## config.mk

```make
export PLATFORM = sky130hd
export DESIGN_NAME = ps2_rx
export DESIGN_NICKNAME = d
export VERILOG_FILES = /design/src/rtl/ps2_pkg.sv /design/src/rtl/ps2_line_filter.sv /design/src/rtl/ps2_rx.sv
export SDC_FILE = /design/constraint.sdc
export NUM_CORES = 1
export LEC_CHECK = 0
export CAP_MARGIN = 25
export CORE_UTILIZATION = 49
export CTS_BUF_LIST = sky130_fd_sc_hd__clkbuf_16
export DETAILED_ROUTE_END_ITERATION = 12
export PLACE_DENSITY = 0.75
export SETUP_SLACK_MARGIN = 0.4
export SYNTH_ARGS = -nofsm -noshare
export SYNTH_HDL_FRONTEND = slang
export SYNTH_SLANG_ARGS = --single-unit
export TNS_END_PERCENT = 30
```

## constraint.sdc

```tcl
create_clock -name clk -period 3.7 [get_ports clk]
set_clock_uncertainty 0.2 [all_clocks]
set_input_delay 1.11 -clock clk [delete_from_list [all_inputs] [get_ports clk]]
set_output_delay 1.11 -clock clk [all_outputs]
set_load 0.01 [all_outputs]
```

## src/rtl/ps2_pkg.sv

```systemverilog
// Shared types and constants for the PS/2 receive path.
package ps2_pkg;

  typedef enum logic [1:0] {
    ST_IDLE   = 2'd0,
    ST_DATA   = 2'd1,
    ST_PARITY = 2'd2,
    ST_STOP   = 2'd3
  } ps2_state_e;

  localparam logic [7:0]  PS2_PREFIX_EXT   = 8'hE0;
  localparam logic [7:0]  PS2_PREFIX_BREAK = 8'hF0;
  localparam int unsigned PS2_FRAME_BITS   = 11;
  // Start, parity and stop wrap the payload.
  localparam int unsigned PS2_DATA_BITS    = PS2_FRAME_BITS - 3;

  // PS/2 uses odd parity over the 8 data bits plus the parity bit.
  function automatic logic ps2_parity_ok(input logic [7:0] data, input logic par);
    return ^{data, par};
  endfunction

endpackage

```

## src/rtl/ps2_line_filter.sv

```systemverilog
// Two-flop synchroniser followed by a run-length glitch filter for one PS/2 line.
module ps2_line_filter #(
  parameter int unsigned FILTER_LEN = 8
) (
  input  logic clk,
  input  logic reset,
  input  logic raw,
  output logic filtered
);

  localparam int unsigned CW = $clog2(FILTER_LEN);

  logic          meta_q, meta_d;
  logic          sync_q, sync_d;
  logic          level_q, level_d;
  logic [CW-1:0] cnt_q, cnt_d;

  // Count consecutive samples that disagree with the filtered level; flip on the FILTER_LEN-th.
  always_comb begin
    meta_d  = raw;
    sync_d  = meta_q;
    level_d = level_q;
    cnt_d   = '0;
    if (sync_q != level_q) begin
      if (cnt_q == CW'(FILTER_LEN - 1)) begin
        level_d = sync_q;
      end else begin
        cnt_d = cnt_q + 1'b1;
      end
    end
  end

  // Synchroniser and filter state; lines idle high so everything resets to 1.
  always_ff @(posedge clk) begin
    if (reset) begin
      meta_q  <= 1'b1;
      sync_q  <= 1'b1;
      level_q <= 1'b1;
      cnt_q   <= '0;
    end else begin
      meta_q  <= meta_d;
      sync_q  <= sync_d;
      level_q <= level_d;
      cnt_q   <= cnt_d;
    end
  end

  assign filtered = level_q;

endmodule

```

## src/rtl/ps2_rx.sv

```systemverilog
// PS/2 device-to-host receiver: frame deserialiser, parity/stop check, timeout and E0/F0 prefix folding.
module ps2_rx
  import ps2_pkg::*;
#(
  parameter int unsigned FILTER_LEN = 8,
  parameter int unsigned TIMEOUT    = 50000
) (
  input  logic       clk,
  input  logic       reset,
  input  logic       PS2_CLOCK,
  input  logic       PS2_DATA,
  output logic [7:0] rxdata,
  output logic       rx_valid,
  output logic [7:0] scan_code,
  output logic       scan_valid,
  output logic       scan_release,
  output logic       scan_extended,
  output logic       frame_err
);

  localparam int unsigned TW = $clog2(TIMEOUT + 1);

  logic clk_filt;
  logic data_filt;

  ps2_line_filter #(.FILTER_LEN(FILTER_LEN)) u_clk_filter (
    .clk      (clk),
    .reset    (reset),
    .raw      (PS2_CLOCK),
    .filtered (clk_filt)
  );

  ps2_line_filter #(.FILTER_LEN(FILTER_LEN)) u_data_filter (
    .clk      (clk),
    .reset    (reset),
    .raw      (PS2_DATA),
    .filtered (data_filt)
  );

  logic          clk_prev_q, clk_prev_d;
  logic          fall;
  ps2_state_e    state_q, state_d;
  logic [2:0]    bit_cnt_q, bit_cnt_d;
  logic [7:0]    shift_q, shift_d;
  logic          par_q, par_d;
  logic [TW-1:0] to_cnt_q, to_cnt_d;
  logic [7:0]    rxdata_q, rxdata_d;
  logic          rx_valid_q, rx_valid_d;
  logic          frame_err_q, frame_err_d;
  logic          pend_ext_q, pend_ext_d;
  logic          pend_rel_q, pend_rel_d;
  logic [7:0]    scan_code_q, scan_code_d;
  logic          scan_valid_q, scan_valid_d;
  logic          scan_rel_q, scan_rel_d;
  logic          scan_ext_q, scan_ext_d;

  assign fall = clk_prev_q & ~clk_filt;

  // Frame FSM, shift register and inactivity timeout.
  always_comb begin
    clk_prev_d  = clk_filt;
    state_d     = state_q;
    bit_cnt_d   = bit_cnt_q;
    shift_d     = shift_q;
    par_d       = par_q;
    rxdata_d    = rxdata_q;
    rx_valid_d  = 1'b0;
    frame_err_d = 1'b0;
    to_cnt_d    = (state_q == ST_IDLE || fall) ? '0 : to_cnt_q + 1'b1;

    unique case (state_q)
      ST_IDLE: begin
        if (fall && !data_filt) begin
          state_d   = ST_DATA;
          bit_cnt_d = '0;
        end
      end
      ST_DATA: begin
        if (fall) begin
          shift_d   = {data_filt, shift_q[7:1]};
          bit_cnt_d = bit_cnt_q + 1'b1;
          if (bit_cnt_q == 3'(PS2_DATA_BITS - 1)) begin
            state_d = ST_PARITY;
          end
        end
      end
      ST_PARITY: begin
        if (fall) begin
          par_d   = data_filt;
          state_d = ST_STOP;
        end
      end
      ST_STOP: begin
        if (fall) begin
          if (data_filt && ps2_parity_ok(shift_q, par_q)) begin
            rxdata_d   = shift_q;
            rx_valid_d = 1'b1;
          end else begin
            frame_err_d = 1'b1;
          end
          state_d = ST_IDLE;
        end
      end
      default: state_d = ST_IDLE;
    endcase

    // A stalled frame is abandoned; a clock edge in the same cycle takes precedence.
    if (state_q != ST_IDLE && !fall && to_cnt_q == TW'(TIMEOUT - 1)) begin
      state_d     = ST_IDLE;
      frame_err_d = 1'b1;
    end
  end

  // Prefix decoder runs one cycle behind the byte register so scan_valid trails rx_valid.
  always_comb begin
    pend_ext_d   = pend_ext_q;
    pend_rel_d   = pend_rel_q;
    scan_code_d  = scan_code_q;
    scan_rel_d   = scan_rel_q;
    scan_ext_d   = scan_ext_q;
    scan_valid_d = 1'b0;
    if (frame_err_q) begin
      pend_ext_d = 1'b0;
      pend_rel_d = 1'b0;
    end else if (rx_valid_q) begin
      if (rxdata_q == PS2_PREFIX_EXT) begin
        pend_ext_d = 1'b1;
      end else if (rxdata_q == PS2_PREFIX_BREAK) begin
        pend_rel_d = 1'b1;
      end else begin
        scan_code_d  = rxdata_q;
        scan_rel_d   = pend_rel_q;
        scan_ext_d   = pend_ext_q;
        scan_valid_d = 1'b1;
        pend_ext_d   = 1'b0;
        pend_rel_d   = 1'b0;
      end
    end
  end

  // State registers for the receiver and decoder.
  always_ff @(posedge clk) begin
    if (reset) begin
      clk_prev_q   <= 1'b1;
      state_q      <= ST_IDLE;
      bit_cnt_q    <= '0;
      shift_q      <= '0;
      par_q        <= 1'b0;
      to_cnt_q     <= '0;
      rxdata_q     <= '0;
      rx_valid_q   <= 1'b0;
      frame_err_q  <= 1'b0;
      pend_ext_q   <= 1'b0;
      pend_rel_q   <= 1'b0;
      scan_code_q  <= '0;
      scan_valid_q <= 1'b0;
      scan_rel_q   <= 1'b0;
      scan_ext_q   <= 1'b0;
    end else begin
      clk_prev_q   <= clk_prev_d;
      state_q      <= state_d;
      bit_cnt_q    <= bit_cnt_d;
      shift_q      <= shift_d;
      par_q        <= par_d;
      to_cnt_q     <= to_cnt_d;
      rxdata_q     <= rxdata_d;
      rx_valid_q   <= rx_valid_d;
      frame_err_q  <= frame_err_d;
      pend_ext_q   <= pend_ext_d;
      pend_rel_q   <= pend_rel_d;
      scan_code_q  <= scan_code_d;
      scan_valid_q <= scan_valid_d;
      scan_rel_q   <= scan_rel_d;
      scan_ext_q   <= scan_ext_d;
    end
  end

  assign rxdata        = rxdata_q;
  assign rx_valid      = rx_valid_q;
  assign frame_err     = frame_err_q;
  assign scan_code     = scan_code_q;
  assign scan_valid    = scan_valid_q;
  assign scan_release  = scan_rel_q;
  assign scan_extended = scan_ext_q;

endmodule

```

==> flow_metrics.env <==
export IMPL_outcome="complete, no violations"
export IMPL_cts_setup_buffers=0
export IMPL_synthTopCellsByCount="66 x dfxtp_1, 40 x nor2_1, 31 x mux2i_1"
export IMPL_clkPwrFrac=0.508
export IMPL_grt_util_all_layers=0.177
export IMPL_drv_slew=0
export IMPL_switching_share=0.213
export IMPL_worstMarginPinSlew_ns=0.527
export IMPL_yosys_most_used_dff="dfxtp_1"
export IMPL_drt_pass1_iterations=4
export IMPL_p_int_mw=1.26
export IMPL_synth_top_area_frac=0.463
export IMPL_yosysSeqAreaShare=0.463
export IMPL_ys_warnings_count=0
export IMPL_synth_fp_nets=301
export IMPL_holdBufCountCts=0
export IMPL_start_util=0.512
export IMPL_clk_pin_slew_ns=0.06
export IMPL_io_pins=25
export IMPL_switchingPower_mw=0.342
export IMPL_final_nets=325
export IMPL_cap_violations=0
export IMPL_p_leak_nw=1.29
export IMPL_seqPwrFrac=0.452
export IMPL_die_w_um=78.3
export IMPL_finalSetupTns_ns=0
export IMPL_rsz0062_at_grt="false"
export IMPL_clkLatencyLatePin_ns=0.32
export IMPL_maxSlewHeadroom=0.649
export IMPL_synthToLayoutAreaGrowth_pct=20.6
export IMPL_arrival_ns=1.33
export IMPL_synth_edf_count=0
export IMPL_cts_max_path_buffers=2
export IMPL_antenna_left=0
export IMPL_io_buffers=24
export IMPL_grt_first_pass_wirelength_um=8380
export IMPL_endpoint_kind="output port"
export IMPL_synth_area_top_cells="dfxtp_1 46%, mux2i_1 11%, ha_1 5.3%"
export IMPL_ys_ff_latch=66
export IMPL_vias=1962
export IMPL_dieArea_sq_um=6140
export IMPL_drt_iter0_drc=68
export IMPL_post_route_period_util=0.714
export IMPL_drcViolationCount=0
export IMPL_min_period_ns=2.64
export IMPL_wl_um=4680
export IMPL_antennaDiodeCount=0
export IMPL_die_h_um=78.3
export IMPL_critical_path_top_delay_family="buffers and inverters"
export IMPL_path_buf_inv=1
export IMPL_async_reset_ff_frac=0
export IMPL_path_cells="clkdlybuf4s50_1"
export IMPL_powerDensity_nw_per_um2=466
export IMPL_slowest_delay_ns=0.59
export IMPL_crit_type="reg -> out"
export IMPL_root_buffer="clkbuf_16"
export IMPL_required_ns=2.39
export IMPL_antenna_found_initial=0
export IMPL_cts_sinks=66
export IMPL_post_cts_resized=0
export IMPL_syn_inst=285
export IMPL_htreeDepth=3
export IMPL_row_count=27
export IMPL_fin_area_sq_um=3440
export IMPL_startpoint_type="flop"
export IMPL_coreArea_sq_um=5570
export IMPL_first_global_vias=1867
export IMPL_hold_viol=0
export IMPL_num_fill_cells=456
export IMPL_via_per_inst=5.08
export IMPL_setup_viol=0
export IMPL_grt_max_degree=56
export IMPL_ir_drop_mv=0.353
export IMPL_gp_congestion=0.807
export IMPL_synth_distinct_cells=41
export IMPL_p_comb_frac=0.040
export IMPL_grt_overflow=0
export IMPL_slowest_stage="clkdlybuf4s50_1"
export IMPL_cts_tree="yes"
export IMPL_timing_fmax_ghz=0.378
export IMPL_drive_above_1_share=0.0924
export IMPL_syn_area_sq_um=2860
export IMPL_synth_most_common_cell="dfxtp_1"
export IMPL_wl_per_cell_um=12.1
export IMPL_dp_hpwl_um=3170
export IMPL_hold_class="reg -> reg"
export IMPL_cp_max_fo=5
export IMPL_yosysTopAreaCell="dfxtp_1"
export IMPL_avgSynthCellArea_sq_um=10.0
export IMPL_place_area_sq_um=3140
export IMPL_numCtsBuffers=9
-- final timing paths --
check                      start                   to  slack (ns)  depth (start not counted)
max                    rxdata[7]            rxdata[7]        1.06                          1
min          u_clk_filter.meta_q  u_clk_filter.sync_q        0.21                          1
max reg2reg           state_q[0]           state_q[0]        1.55                          6
min reg2reg  u_clk_filter.meta_q  u_clk_filter.sync_q        0.21                          1
-- area by class of cell --
cell class | count | area, sq um | share of cell area
flip-flops and latches | 66 | 1320 | 0.384
clock buffers | 9 | 225 | 0.0654
well taps | 72 | 90.1 | 0.0262
clock inverters | 7 | 70.1 | 0.0203
multi-input cells | 201 | 1460 | 0.425
inverters | 5 | 18.8 | 0.00545
repair buffers | 26 | 255 | 0.0741
-- per-stage QoR --
| stage | std cells | utilization | hold slack, ns | setup slack (ns) | power [mW] |
|---|---|---|---|---|---|
| 2_1_floorplan | 285 | - | 0.189 | 1.43 | 0.790 |
| 3_3_place_gp | 369 | 0.564 | 0.193 | 1.05 | 0.803 |
| 3_5_place_dp | 369 | 0.564 | 0.194 | 1.03 | 0.805 |
| 4_1_cts | 385 | 0.617 | 0.206 | 1.04 | 1.62 |
| 5_1_grt | 386 | 0.618 | 0.228 | 0.987 | 1.66 |
| 6_report | 386 | 0.618 | 0.206 | 1.06 | 1.60 |
-- sequential cells by signal, summed over array words and instances (netlist names), 2 cells and up --
register,flops
to_cnt_q,16
rxdata,8
scan_code,8
shift_q,8
bit_cnt_q,3
u_clk_filter.cnt_q,3
u_data_filter.cnt_q,3
state_q,2
-- cell usage in the layout (no fill, tap or decap), types with 3 or more instances in the layout --
master            n
dfxtp_1          66
nor2_1           40
mux2i_1          31
clkdlybuf4s50_1  24
nand2b_1         18
ha_1             12
xor2_1            9
clkbuf_16         9
xnor2_1           8
and2_1            8
or2_2             7
nand4_1           7
nor2b_1           6
a21oi_1           6
inv_1             5
nand3_1           5
nand2_1           4
nor4_1            4
or3_1             4
and3_1            4
clkinvlp_4        4
nor3_1            3
o21ai_0           3
-- power by group through the flow --
stage	Sequential [mW]	Clock, mW	Combinational [mW]
after global placement	0.740	0	0.0628
after detailed placement	0.740	0	0.0644
after floorplan	0.739	0	0.0508
after CTS	0.725	0.834	0.0649
final	0.725	0.815	0.0641
after global routing	0.726	0.865	0.0727
-- routing by layer --
metal  global-route usage  up-vias  part of all wire
met5                    0        -                 0
met1                0.207      886              0.48
met4               0.0889        0             0.018
met2                0.293       39              0.47
met3               0.0523        9             0.034
li1                     -     1028                 -
-- kinds of logic after synthesis --
group | after synthesis | synth area share
DFF | 66 | 0.463
muxes | 32 | 0.117
xor gates and xnor gates | 19 | 0.0688
and+or+nand+nor | 122 | 0.236
buffers and inverters | 18 | 0.0267
adders and majority gates | 12 | 0.0526
AOI/OAI and AO/OA | 16 | 0.0368
No activity file was read; power rests on OpenSTA's default activity.
